### src/rtl/nrisc_fetch.sv
// nrisc_fetch: program counter, instruction-memory request and decoder handoff for the nRisc core
module nrisc_fetch #(
    parameter int                    ADDR_WIDTH  = 8,
    parameter logic [ADDR_WIDTH-1:0] RESET_PC    = '0,
    parameter int                    MEM_LATENCY = 1
) (
    input  logic                  clock,
    input  logic                  reset_n,
    output logic [ADDR_WIDTH-1:0] imem_addr,
    input  logic [7:0]            imem_rdata,
    output logic [7:0]            instruction,
    output logic                  instr_valid,
    input  logic                  instr_ready,
    output logic [ADDR_WIDTH-1:0] pc_out,
    input  logic                  branch_taken,
    input  logic [ADDR_WIDTH-1:0] branch_target,
    input  logic                  halt_req,
    output logic                  halted
);
    typedef enum logic [2:0] {IDLE, REQ, WAIT, HOLD, HALT} state_t;
    localparam logic [1:0]            LAT = 2'(MEM_LATENCY);
    localparam logic [ADDR_WIDTH-1:0] ONE = 1;
    state_t                state;
    logic [ADDR_WIDTH-1:0] pc;
    logic [1:0]            lat_cnt;
    // fetch FSM; a redirect always reloads pc, overriding the sequential increment
    always_ff @(posedge clock or negedge reset_n) begin
        if (!reset_n) begin
            state       <= IDLE;
            pc          <= RESET_PC;
            imem_addr   <= RESET_PC;
            pc_out      <= RESET_PC;
            instruction <= 8'h00;
            instr_valid <= 1'b0;
            halted      <= 1'b0;
            lat_cnt     <= 2'd0;
        end else begin
            case (state)
                IDLE: state <= REQ;
                REQ:
                    if (halt_req) begin
                        state  <= HALT;
                        halted <= 1'b1;
                    end else if (!branch_taken) begin
                        imem_addr <= pc;
                        lat_cnt   <= LAT;
                        state     <= WAIT;
                    end
                WAIT:
                    if (branch_taken) state <= REQ;
                    else if (lat_cnt == 2'd1) begin
                        instruction <= imem_rdata;
                        pc_out      <= pc;
                        instr_valid <= 1'b1;
                        pc          <= pc + ONE;
                        state       <= HOLD;
                    end else lat_cnt <= lat_cnt - 2'd1;
                HOLD:
                    if (instr_ready || branch_taken) begin
                        instr_valid <= 1'b0;
                        state       <= REQ;
                    end
                HALT:
                    if (!halt_req) begin
                        halted <= 1'b0;
                        state  <= REQ;
                    end
                default: state <= IDLE;
            endcase
            if (branch_taken) pc <= branch_target;
        end
    end
endmodule

### config.mk
export PLATFORM = sky130hd
export DESIGN_NAME = nrisc_fetch
export DESIGN_NICKNAME = d
export VERILOG_FILES = /design/src/rtl/nrisc_fetch.sv
export SDC_FILE = /design/constraint.sdc
export NUM_CORES = 1
export LEC_CHECK = 0
export CORE_ASPECT_RATIO = 1.1
export CORE_UTILIZATION = 43
export DETAILED_ROUTE_END_ITERATION = 6
export GPL_TIMING_DRIVEN = 0
export PLACE_DENSITY = 0.74
export SETUP_SLACK_MARGIN = 0.1
export SLEW_MARGIN = 20
export SYNTH_ARGS = -nofsm -noshare
export SYNTH_HDL_FRONTEND = slang
export SYNTH_SLANG_ARGS = --single-unit
### constraint.sdc
create_clock -name clock -period 1.7 [get_ports clock]
set_input_delay 0.34 -clock clock [delete_from_list [all_inputs] [get_ports clock]]
set_output_delay 0.34 -clock clock [all_outputs]
set_load 0.02 [all_outputs]
==> results.sh <==
export IMPL_antenna_found_initial=0
export IMPL_nFillCells=325
export IMPL_place_hpwl_um=2700
export IMPL_layout_common_cells="dfrtp_1, mux2_2, clkdlybuf4s50_1, dlymetal6s2s_1, dlygate4sd2_1"
export IMPL_cts_buffers=5
export IMPL_fin_cells=259
export IMPL_synth_top_area_frac=0.550
export IMPL_finalCritPeriodShare=0.933
export IMPL_cp_top_family="simple AND/OR/NAND/NOR gates"
export IMPL_overflow=0
export IMPL_areaGrowthSynthToFinish_pct=43.4
export IMPL_routed_via_density=5.24
export IMPL_cts_tree="yes"
export IMPL_die_y_um=69.4
export IMPL_grt_pass1_wl_um=6620
export IMPL_chipWidth_um=63.3
export IMPL_tightest_slew_ps=492
export IMPL_regArea_um2=978
export IMPL_io_buffer_count=45
export IMPL_detail_route_antenna_nets=0
export IMPL_drt_iter0_markers=50
export IMPL_ys_warn_count=0
export IMPL_slew_viol_final=0
export IMPL_slowest_delay_ps=510
export IMPL_start_util=0.448
export IMPL_ys_seq_area_frac=0.550
export IMPL_grt_pass1_vias=1442
export IMPL_rsz0062_at_grt="yes"
export IMPL_cp_required_ps=1920
export IMPL_cp_data_arrival_time_ps=1810
export IMPL_vdd_drop_max_mv=0.727
export IMPL_cts_root_buf="clkbuf_8"
export IMPL_worst_path_buf_inv=2
export IMPL_synth_largest_area_cell="dfrtp_1"
export IMPL_num_vias=1356
export IMPL_fin_nets=229
export IMPL_cellLeakagePower_uw=0.00121
export IMPL_drc=0
export IMPL_maxCapViolCount=0
export IMPL_crit_chain="inv_2 > ha_4 > nand4bb_4 > buf_6 > or4_4 > nand3_1"
export IMPL_dr_pass1_iters=4
export IMPL_yosysUniqueCellTypes=31
export IMPL_syn_nets=167
export IMPL_multi_input_area_um2=769
export IMPL_synth_avg_cell_area_um2=12.3
export IMPL_final_hold_viol_count=0
export IMPL_placedCellCount=242
export IMPL_num_rows=24
export IMPL_grt_use_met2=0.351
export IMPL_grt_use_total=0.200
export IMPL_reg2regPathDepth=6
export IMPL_cp_end_kind="flop"
export IMPL_synth_area_top_cells="dfrtp_1, mux2_2, nand3_1"
export IMPL_clk_latency_ps=300
export IMPL_netlist_area_um2=1780
export IMPL_final_common_cell="dfrtp_1"
export IMPL_use_met1=0.222
export IMPL_met3_usage=0.0411
export IMPL_clock_fmax_ghz=0.631
export IMPL_ys_ff_latch=39
export IMPL_synthCells=144
export IMPL_slew_headroom=0.672
export IMPL_fp_dieArea_um2=4390
export IMPL_ios=47
export IMPL_gp_congestion=0.773
export IMPL_rrSetupSlack_ps=110
export IMPL_clkTransAtPathRegs_ps=80
export IMPL_n_antenna_cell=0
export IMPL_power_uw=4020
export IMPL_wl_um=3990
export IMPL_cts_htree_levels=2
export IMPL_grt_busiest_layer="met2"
export IMPL_reg2reg_to="pc[7]"
export IMPL_wl_per_cell_um=15.4
export IMPL_fin_skew_ps=12.5
export IMPL_cp_slowest_cell="or4_4"
export IMPL_crit_type="flop to flop"
export IMPL_setup_viol=0
export IMPL_cp_max_fo=5
export IMPL_drive_above_1_share=0.295
export IMPL_core_area_um2=3960
export IMPL_timing_setup_tns_ps=0
export IMPL_timing_rr_start="lat_cnt[1]"
export IMPL_grt_max_degree=30
export IMPL_hp_class="input pin to asynchronous set/reset pin"
export IMPL_outcome="finished, final reports clean"
export IMPL_clock_sinks=39
export IMPL_fin_crit_ps=1590
export IMPL_clockBufferDepth=2
export IMPL_startpoint_type="flop"
export IMPL_power_density_nw_per_um2=1580
where the power goes:
part	switching, uW	internal [uW]	leakage [uW]
clock network	331	437	0.0000581
registers	202	1280	0.000469
logic	863	909	0.000681
worst max path at each step:
stage,from,to,slack (ps),cells after the start
detailed placement,halt_req,imem_addr[3],-300,4
floorplan,lat_cnt[1],instruction[0],120,6
global route,lat_cnt[1],pc[7],50,6
finish,lat_cnt[1],pc[7],110,6
global placement,reset_n,instruction[2],-560,1
CTS,lat_cnt[1],pc[7],100,6
what timing repair did:
item | CTS | global route
setup endpoints to repair | 42 | 32
endpoints found under the hold margin | 10 | 0
pin swaps | 2 | 1
buffers inserted | 6 | 1
resized for setup | 18 | 21
gates cloned | 1 | 0
hold buffers | 1 | 0
per-stage QoR:
stage	worst slack, ps	utilization	hold WS [ps]	area (um2)
2_1_floorplan	116	-	44.4	1780
3_3_place_gp	-565	0.579	483	2300
6_report	114	0.642	459	2550
4_1_cts	99.9	0.628	461	2490
3_5_place_dp	-303	0.583	242	2310
5_1_grt	53.8	0.642	483	2550
area by class of cell:
class                      instances  share of cell area
inverter                           5             0.00737
buffer                             7              0.0201
clock inverter                     3              0.0172
sequential                        39               0.384
timing repair buffer              55               0.216
clock buffer                       5              0.0270
multi-input combinational         93               0.302
tap                               52              0.0256
routing by layer:
layer / part of all wire / vias up
met5: 0 / -
met4: 0.017 / 0
met3: 0.039 / 5
met2: 0.53 / 37
met1: 0.41 / 660
li1: - / 654
Yosys cell counts, drive strengths merged:
master / number
o2111ai: 1
nor3b: 5
o21ai: 8
nand3: 8
or3b: 1
nand2: 8
a221oi: 1
or3: 1
dfrtp: 39
nand4: 1
nor2: 7
or4: 5
mux2i: 2
ha: 2
o21a: 1
clkinv: 1
mux2: 25
inv: 4
and4bb: 1
o211ai: 2
clkbuf: 4
o31ai: 3
nor3: 2
nor2b: 1
a31oi: 3
a21oi: 1
o311a: 1
xnor2: 2
buf: 3
nand4bb: 1
worst reg2reg max path: cells and delay by family, from the launching register on:
kind,cells,cell delay [ps]
buf+inv,2,230
simple gates,3,750
flops,1,380
fa+ha+maj,1,150
state kept, by name (all words and copies together) (netlist names):
register and count:
imem_addr 8, instruction 8, pc 8, pc_out 8, state 3, lat_cnt 2
halted 1, instr_valid 1
cells by family (layout without fill, tap and decap cells):
| group | count (synthesis) | count (layout) | share of synthesized area |
|---|---|---|---|
| simple gates | 41 | 41 | 0.142 |
| flops | 39 | 39 | 0.550 |
| mux | 27 | 27 | 0.170 |
| compound gates | 21 | 21 | 0.0768 |
| buf+inv | 12 | 75 | 0.0380 |
| fa+ha+maj | 2 | 2 | 0.0141 |
| xor+xnor | 2 | 2 | 0.00987 |
Power figures use the tool's default switching activity.
